==> src/rtl/cpu_pkg.sv <==
// rtl/cpu_pkg.sv - shared types and constants for the jump-label table loader
// Purpose: label index/address types, loader FSM states, table geometry.
// Ports: none (package).
package cpu_pkg;

  localparam int IDX_W      = 4;
  localparam int ADDR_W     = 16;
  localparam int NUM_LABELS = 16;
  localparam logic [ADDR_W-1:0] MAX_ADDR = 16'd255;

  typedef logic [IDX_W-1:0]  label_idx_t;
  typedef logic [ADDR_W-1:0] jmp_addr_t;

  typedef enum logic [1:0] {
    IDLE  = 2'd0,
    CLEAR = 2'd1,
    LOAD  = 2'd2,
    DONE  = 2'd3
  } loader_state_e;

endpackage

==> src/rtl/jump_label_loader_if.sv <==
// rtl/jump_label_loader_if.sv - program-loader stream, status and lookup bundle
// Purpose: groups the label stream, load control/status and lookup port.
// Ports (signals): load_start, lbl_valid/lbl_ready/lbl_idx/lbl_addr/lbl_last,
//   busy, load_done, load_err, lookup_en/lookup_idx/lookup_addr/lookup_hit.
//   master = program loader / fetch side, slave = jump_label_loader.
interface jump_label_loader_if;
  import cpu_pkg::*;

  logic       load_start;
  logic       lbl_valid;
  logic       lbl_ready;
  label_idx_t lbl_idx;
  jmp_addr_t  lbl_addr;
  logic       lbl_last;
  logic       busy;
  logic       load_done;
  logic       load_err;
  logic       lookup_en;
  label_idx_t lookup_idx;
  jmp_addr_t  lookup_addr;
  logic       lookup_hit;

  modport master (
    output load_start, lbl_valid, lbl_idx, lbl_addr, lbl_last, lookup_en, lookup_idx,
    input  lbl_ready, busy, load_done, load_err, lookup_addr, lookup_hit
  );

  modport slave (
    input  load_start, lbl_valid, lbl_idx, lbl_addr, lbl_last, lookup_en, lookup_idx,
    output lbl_ready, busy, load_done, load_err, lookup_addr, lookup_hit
  );

endinterface

==> src/rtl/label_table_ram.sv <==
// rtl/label_table_ram.sv - 16-entry jump-target storage with valid bits
// Purpose: single write port, combinational valid probe (duplicate check),
//   registered lookup port gated by rd_allow.
// Ports: clk, rst_n; we/wr_idx/wr_addr/wr_valid write port;
//   chk_idx -> chk_valid; rd_en/rd_idx/rd_allow -> rd_addr/rd_hit (1-cycle).
module label_table_ram
  import cpu_pkg::*;
(
  input  logic       clk,
  input  logic       rst_n,
  input  logic       we,
  input  label_idx_t wr_idx,
  input  jmp_addr_t  wr_addr,
  input  logic       wr_valid,
  input  label_idx_t chk_idx,
  output logic       chk_valid,
  input  logic       rd_en,
  input  label_idx_t rd_idx,
  input  logic       rd_allow,
  output jmp_addr_t  rd_addr,
  output logic       rd_hit
);

  jmp_addr_t             mem [NUM_LABELS];
  logic [NUM_LABELS-1:0] valid;
  logic                  rd_hit_d;

  // Address storage carries no reset so it can map onto RAM; validity
  // lives in flops and is the only thing reset clears.
  always_ff @(posedge clk) begin
    if (we) mem[wr_idx] <= wr_addr;
  end

  always_ff @(posedge clk or negedge rst_n) begin
    if (!rst_n)  valid <= '0;
    else if (we) valid[wr_idx] <= wr_valid;
  end

  assign chk_valid = valid[chk_idx];
  assign rd_hit_d  = valid[rd_idx] & rd_allow;

  always_ff @(posedge clk or negedge rst_n) begin
    if (!rst_n) begin
      rd_addr <= '0;
      rd_hit  <= 1'b0;
    end else if (rd_en) begin
      rd_hit  <= rd_hit_d;
      rd_addr <= rd_hit_d ? mem[rd_idx] : '0;
    end
  end

endmodule

==> src/rtl/jump_label_loader.sv <==
// rtl/jump_label_loader.sv - runtime loader for the CPU jump-label table
// Purpose: clears the table, accepts (index, address) pairs, tracks
//   duplicate/range errors per load, serves registered lookups when idle.
// Ports: clk, rst_n (async, active-low); bus (jump_label_loader_if.slave).
module jump_label_loader
  import cpu_pkg::*;
(
  input  logic                  clk,
  input  logic                  rst_n,
  jump_label_loader_if.slave    bus
);

  loader_state_e state;
  label_idx_t    clr_cnt;
  logic          lbl_ready_q;
  logic          busy_q;
  logic          load_done_q;
  logic          load_err_q;

  logic          xfer;
  logic          dup;
  logic          range_err;
  logic          we;
  label_idx_t    wr_idx;
  jmp_addr_t     wr_addr;
  logic          wr_valid;

  assign xfer      = (state == LOAD) & bus.lbl_valid & lbl_ready_q;
  assign range_err = bus.lbl_addr > MAX_ADDR;

  // CLEAR and LOAD share the single write port; they never overlap.
  always_comb begin
    we       = 1'b0;
    wr_idx   = bus.lbl_idx;
    wr_addr  = bus.lbl_addr;
    wr_valid = 1'b1;
    if (state == CLEAR) begin
      we       = 1'b1;
      wr_idx   = clr_cnt;
      wr_addr  = '0;
      wr_valid = 1'b0;
    end else if (xfer && !dup && !range_err) begin
      we = 1'b1;
    end
  end

  always_ff @(posedge clk or negedge rst_n) begin
    if (!rst_n) begin
      state       <= IDLE;
      clr_cnt     <= '0;
      lbl_ready_q <= 1'b0;
      busy_q      <= 1'b0;
      load_done_q <= 1'b0;
      load_err_q  <= 1'b0;
    end else begin
      load_done_q <= 1'b0;
      case (state)
        IDLE: begin
          if (bus.load_start) begin
            state      <= CLEAR;
            clr_cnt    <= '0;
            load_err_q <= 1'b0;
            busy_q     <= 1'b1;
          end
        end
        CLEAR: begin
          clr_cnt <= clr_cnt + 1'b1;
          if (clr_cnt == label_idx_t'(NUM_LABELS - 1)) begin
            state       <= LOAD;
            lbl_ready_q <= 1'b1;
          end
        end
        LOAD: begin
          if (xfer) begin
            if (dup || range_err) load_err_q <= 1'b1;
            if (bus.lbl_last) begin
              state       <= DONE;
              lbl_ready_q <= 1'b0;
              busy_q      <= 1'b0;
              load_done_q <= 1'b1;
            end
          end
        end
        DONE: begin
          state <= IDLE;
        end
        default: state <= IDLE;
      endcase
    end
  end

  label_table_ram u_table (
    .clk       (clk),
    .rst_n     (rst_n),
    .we        (we),
    .wr_idx    (wr_idx),
    .wr_addr   (wr_addr),
    .wr_valid  (wr_valid),
    .chk_idx   (bus.lbl_idx),
    .chk_valid (dup),
    .rd_en     (bus.lookup_en),
    .rd_idx    (bus.lookup_idx),
    .rd_allow  (state == IDLE),
    .rd_addr   (bus.lookup_addr),
    .rd_hit    (bus.lookup_hit)
  );

  assign bus.lbl_ready = lbl_ready_q;
  assign bus.busy      = busy_q;
  assign bus.load_done = load_done_q;
  assign bus.load_err  = load_err_q;

endmodule

==> src/flat_wrapper.sv <==
// flat-port wrapper written by rule: the top's interface ports become plain ports
module jump_label_loader_flat import cpu_pkg::*;
  (clk, rst_n, bus_load_start, bus_lbl_valid, bus_lbl_idx, bus_lbl_addr, bus_lbl_last, bus_lookup_en, bus_lookup_idx, bus_lbl_ready, bus_busy, bus_load_done, bus_load_err, bus_lookup_addr, bus_lookup_hit);
  jump_label_loader_if bus_i ();
  input  logic clk;
  input  logic rst_n;
  input wire logic [$bits(bus_i.load_start)-1:0] bus_load_start;
  input wire logic [$bits(bus_i.lbl_valid)-1:0] bus_lbl_valid;
  input wire logic [$bits(bus_i.lbl_idx)-1:0] bus_lbl_idx;
  input wire logic [$bits(bus_i.lbl_addr)-1:0] bus_lbl_addr;
  input wire logic [$bits(bus_i.lbl_last)-1:0] bus_lbl_last;
  input wire logic [$bits(bus_i.lookup_en)-1:0] bus_lookup_en;
  input wire logic [$bits(bus_i.lookup_idx)-1:0] bus_lookup_idx;
  output wire logic [$bits(bus_i.lbl_ready)-1:0] bus_lbl_ready;
  output wire logic [$bits(bus_i.busy)-1:0] bus_busy;
  output wire logic [$bits(bus_i.load_done)-1:0] bus_load_done;
  output wire logic [$bits(bus_i.load_err)-1:0] bus_load_err;
  output wire logic [$bits(bus_i.lookup_addr)-1:0] bus_lookup_addr;
  output wire logic [$bits(bus_i.lookup_hit)-1:0] bus_lookup_hit;
  assign bus_i.load_start = bus_load_start;
  assign bus_i.lbl_valid = bus_lbl_valid;
  assign bus_i.lbl_idx = bus_lbl_idx;
  assign bus_i.lbl_addr = bus_lbl_addr;
  assign bus_i.lbl_last = bus_lbl_last;
  assign bus_i.lookup_en = bus_lookup_en;
  assign bus_i.lookup_idx = bus_lookup_idx;
  assign bus_lbl_ready = bus_i.lbl_ready;
  assign bus_busy = bus_i.busy;
  assign bus_load_done = bus_i.load_done;
  assign bus_load_err = bus_i.load_err;
  assign bus_lookup_addr = bus_i.lookup_addr;
  assign bus_lookup_hit = bus_i.lookup_hit;
  jump_label_loader u_core (.clk(clk), .rst_n(rst_n), .bus(bus_i));
endmodule
==> config.mk <==
export PLATFORM = sky130hd
export DESIGN_NAME = jump_label_loader_flat
export DESIGN_NICKNAME = d
export VERILOG_FILES = /design/src/rtl/cpu_pkg.sv /design/src/rtl/jump_label_loader_if.sv /design/src/rtl/label_table_ram.sv /design/src/rtl/jump_label_loader.sv /design/src/flat_wrapper.sv
export SDC_FILE = /design/constraint.sdc
export NUM_CORES = 1
export LEC_CHECK = 0
export CAP_MARGIN = 15
export CORE_MARGIN = 4
export CORE_UTILIZATION = 60
export DETAILED_ROUTE_END_ITERATION = 12
export GPL_ROUTABILITY_DRIVEN = 0
export PLACE_DENSITY = 0.85
export SYNTH_ARGS = -nofsm -noshare
export SYNTH_HDL_FRONTEND = slang
export SYNTH_SLANG_ARGS = --single-unit
==> constraint.sdc <==
create_clock -name clk -period 3.8 [get_ports clk]
set_input_delay 0.38 -clock clk [delete_from_list [all_inputs] [get_ports clk]]
set_output_delay 0.38 -clock clk [all_outputs]
set_load 0.005 [all_outputs]
==> out/metrics.cfg <==
[clocking]
cts-resized-gates = 0
clock_sinks = 299
cts_tree = yes
clockBufferDepth = 3
clkSlewWorstSetupHoldPaths_ns = 0.06
cts-root-buf = clkbuf_16
insertion_delay_ns = 0.55
numCtsBuffers = 29
h-tree-depth = 1

[route]
vias = 6780
drc = 0
antenna_left = 0
drt_iter0_drc = 713
routed_wl_um = 29600
first_pass_iters = 5
wire_per_inst_um = 28.9
vias_per_cell = 6.61

[timing]
setup_violations = 0
worst_slew_pin_slew_ns = 0.909
clock.fmax_mhz = 350
period_needed_ns = 2.86
period_share_pct = 75.1
drv_slew = 0
rsz0062_at_grt = false
setup-tns-final_ns = 0
hold_slack_ns = 0.354
finalClockSkew_ns = 0.0199
slew_headroom_pct = 39.4
hold_violations = 0

[min_path]
hp-class = input port to async pin

[placement]
hpwl_um = 18300
place_area_um2 = 13200
port_buffers = 50

[run_status]
outcome = completed

[die]
rows = 51
start_util_pct = 61.8
design.die.area_um2 = 22700
chipWidth_um = 151
fp.dieH_um = 151
core_um2 = 19700
io-pin-count = 51

[finish]
final_nets = 772
fill_cells = 1121
drive_above_1_share_pct = 24.7
num_antenna_cells = 0
fin_area_um2 = 14100
area_growth_pct = 15.7

[setup_path]
end_kind = flop
startpoint_type = input port
worstPathRequired_ns = 3.96
arrival_ns = 3.01
critical_path_class = input port to flop
r2r_setup_slack_ns = 0.97
crit_path_max_fanout = 16

[logic_synthesis]
synth_top_area_share_pct = 63.0
ys.warnings.count = 0
avgSynthCellArea_um2 = 18.8
synth_edf_count = 256
syn_inst = 647
synth_area_leader_cell = edfxtp_1
yosys-top-cells-count = edfxtp_1, mux4_2, inv_1
synth.ff_latch_count = 299
synthArstFlopShare_pct = 14.4
synth_ff_type = edfxtp_1
yosys.cell_count.top_type = edfxtp_1
synth.area.top_cells = edfxtp_1, mux4_2, dfrtp_1, inv_1, nor2b_1
synth_nets = 682
ys_types = 42
ys_seq_area_share_pct = 71.9
synthesis.area_um2 = 12200

[pwr]
intPower_mw = 5.99
seqPwrFrac_pct = 49.8
total_power_mw = 8.26
p_leak_nw = 4.80
peakVddDrop_v = 0.000447
p_comb_share_pct = 17.6
p_sw_share_pct = 27.4
p_per_area_nw_per_um2 = 585
p_switching_mw = 2.26
clockPowerShare_pct = 32.6

[flow_run]
drv_cap = 0

[global_route]
grt-ovfl-total = 0
grt_start_max_net_pins = 45
groute.usage.overall_pct = 27.4
grt_pass1_vias = 6977
grt_pass1_wl_um = 44600
antenna_found_initial = 0

placed cells by master (no fill, tap or decap), types with 2 or more instances in the layout:
master / netlist / routed
a21oi_1: 17 / 17
a221oi_1: 12 / 12
a22o_1: 3 / 3
a32o_1: 5 / 5
and2_1: 2 / 2
and3_1: 2 / 2
buf_12: 0 / 3
buf_2: 7 / 2
buf_4: 7 / 44
clkbuf_1: 12 / 6
clkbuf_16: 0 / 29
clkdlybuf4s50_1: 0 / 47
clkinv_1: 0 / 7
clkinv_2: 0 / 6
dfrtp_1: 43 / 43
edfxtp_1: 256 / 256
ha_1: 5 / 5
inv_1: 52 / 52
mux2_2: 3 / 3
mux2i_1: 3 / 3
mux4_2: 86 / 86
nand2_1: 28 / 28
nand2b_1: 2 / 2
nand3_1: 4 / 4
nor2_1: 15 / 15
nor2b_1: 20 / 20
nor3_1: 4 / 4
nor4_1: 2 / 2
o21ai_0: 9 / 5
o21ai_2: 0 / 4
o22ai_1: 16 / 16
o31ai_1: 2 / 2
o32ai_1: 4 / 4
or2_2: 2 / 2
final timing paths:
path / start / cells after the start / endpoint
max: bus_lbl_idx[1] / 6 / u_core.u_table.mem[11][11]
min: rst_n / 2 / u_core.u_table.rd_addr[12]
max reg2reg: u_core.state[1] / 8 / u_core.u_table.mem[15][5]
min reg2reg: u_core.u_table.rd_addr[7] / 2 / u_core.u_table.rd_addr[7]
max in group asynchronous: rst_n / 3 / u_core.u_table.valid[1]
min in group clk: bus_lbl_last / 3 / u_core.bus.load_done
routing by layer:
layer | vias up | track usage (%) | share of wire, %
li1 | 2769 | - | -
met1 | 3503 | 36.8 | 35
met2 | 438 | 46.8 | 52
met3 | 70 | 5.03 | 9.4
met4 | 0 | 7.41 | 3.1
met5 | - | 0 | 0
power groups by stage:
stage / clock network, mW / registers, mW / logic [mW]
floorplan: 0 / 4.13 / 0.814
global placement: 0 / 4.15 / 1.34
detailed placement: 0 / 4.17 / 1.42
CTS: 2.72 / 4.11 / 1.43
global route: 2.86 / 4.13 / 1.56
finish: 2.69 / 4.11 / 1.46
state kept, by name, summed over array words and instances, names as in the netlist:
| signal | cells |
|---|---|
| u_core.bus.load_err | 1 |
| u_core.u_table.rd_addr | 16 |
| u_core.bus.lbl_ready | 1 |
| u_core.bus.busy | 1 |
| u_core.state | 2 |
| u_core.u_table.rd_hit | 1 |
| u_core.u_table.valid | 16 |
| u_core.u_table.mem | 256 |
| u_core.bus.load_done | 1 |
| u_core.clr_cnt | 4 |
kinds of logic after synthesis:
group / Yosys count / share of synthesized area [%]
AOI/OAI and AO/OA: 77 / 4.52
adders and majority gates: 5 / 0.513
DFF: 299 / 71.9
muxes: 92 / 16.4
buffers and inverters: 90 / 3.30
and+or+nand+nor: 84 / 3.39
worst max-delay path, cell delays in order:
cell and delay (ns):
clkdlybuf4s50_1 0.72, mux4_2 0.56, a2bb2oi_1 0.15, o311ai_1 0.15
nand2_1 0.27, o21ai_2 0.78
cell type report:
cell class,count,area (um2),area share (%)
Tap cell,265,332,2.35
Clock inverter,18,128,0.905
Sequential cell,299,8760,62.1
Inverter,52,195,1.38
Clock buffer,36,762,5.40
Timing Repair Buffer,97,881,6.25
Multi-Input combinational cell,258,3040,21.6
through the flow:
step           utilization, %  setup WS, ns  cells
6_report                 71.5         0.945   1025
5_1_grt                  71.5         0.769   1025
4_1_cts                  71.3         0.949   1022
3_5_place_dp             66.8         0.395    968
3_3_place_gp             66.8         0.561    968
2_1_floorplan               -         0.589    647
what timing repair did:
item | CTS | global route
hold endpoints to repair | 0 | 18
hold buffers | 0 | 1
endpoints found under the setup margin | 0 | 0
setup buffers | 0 | 0
(Power assumes the default switching activity.)
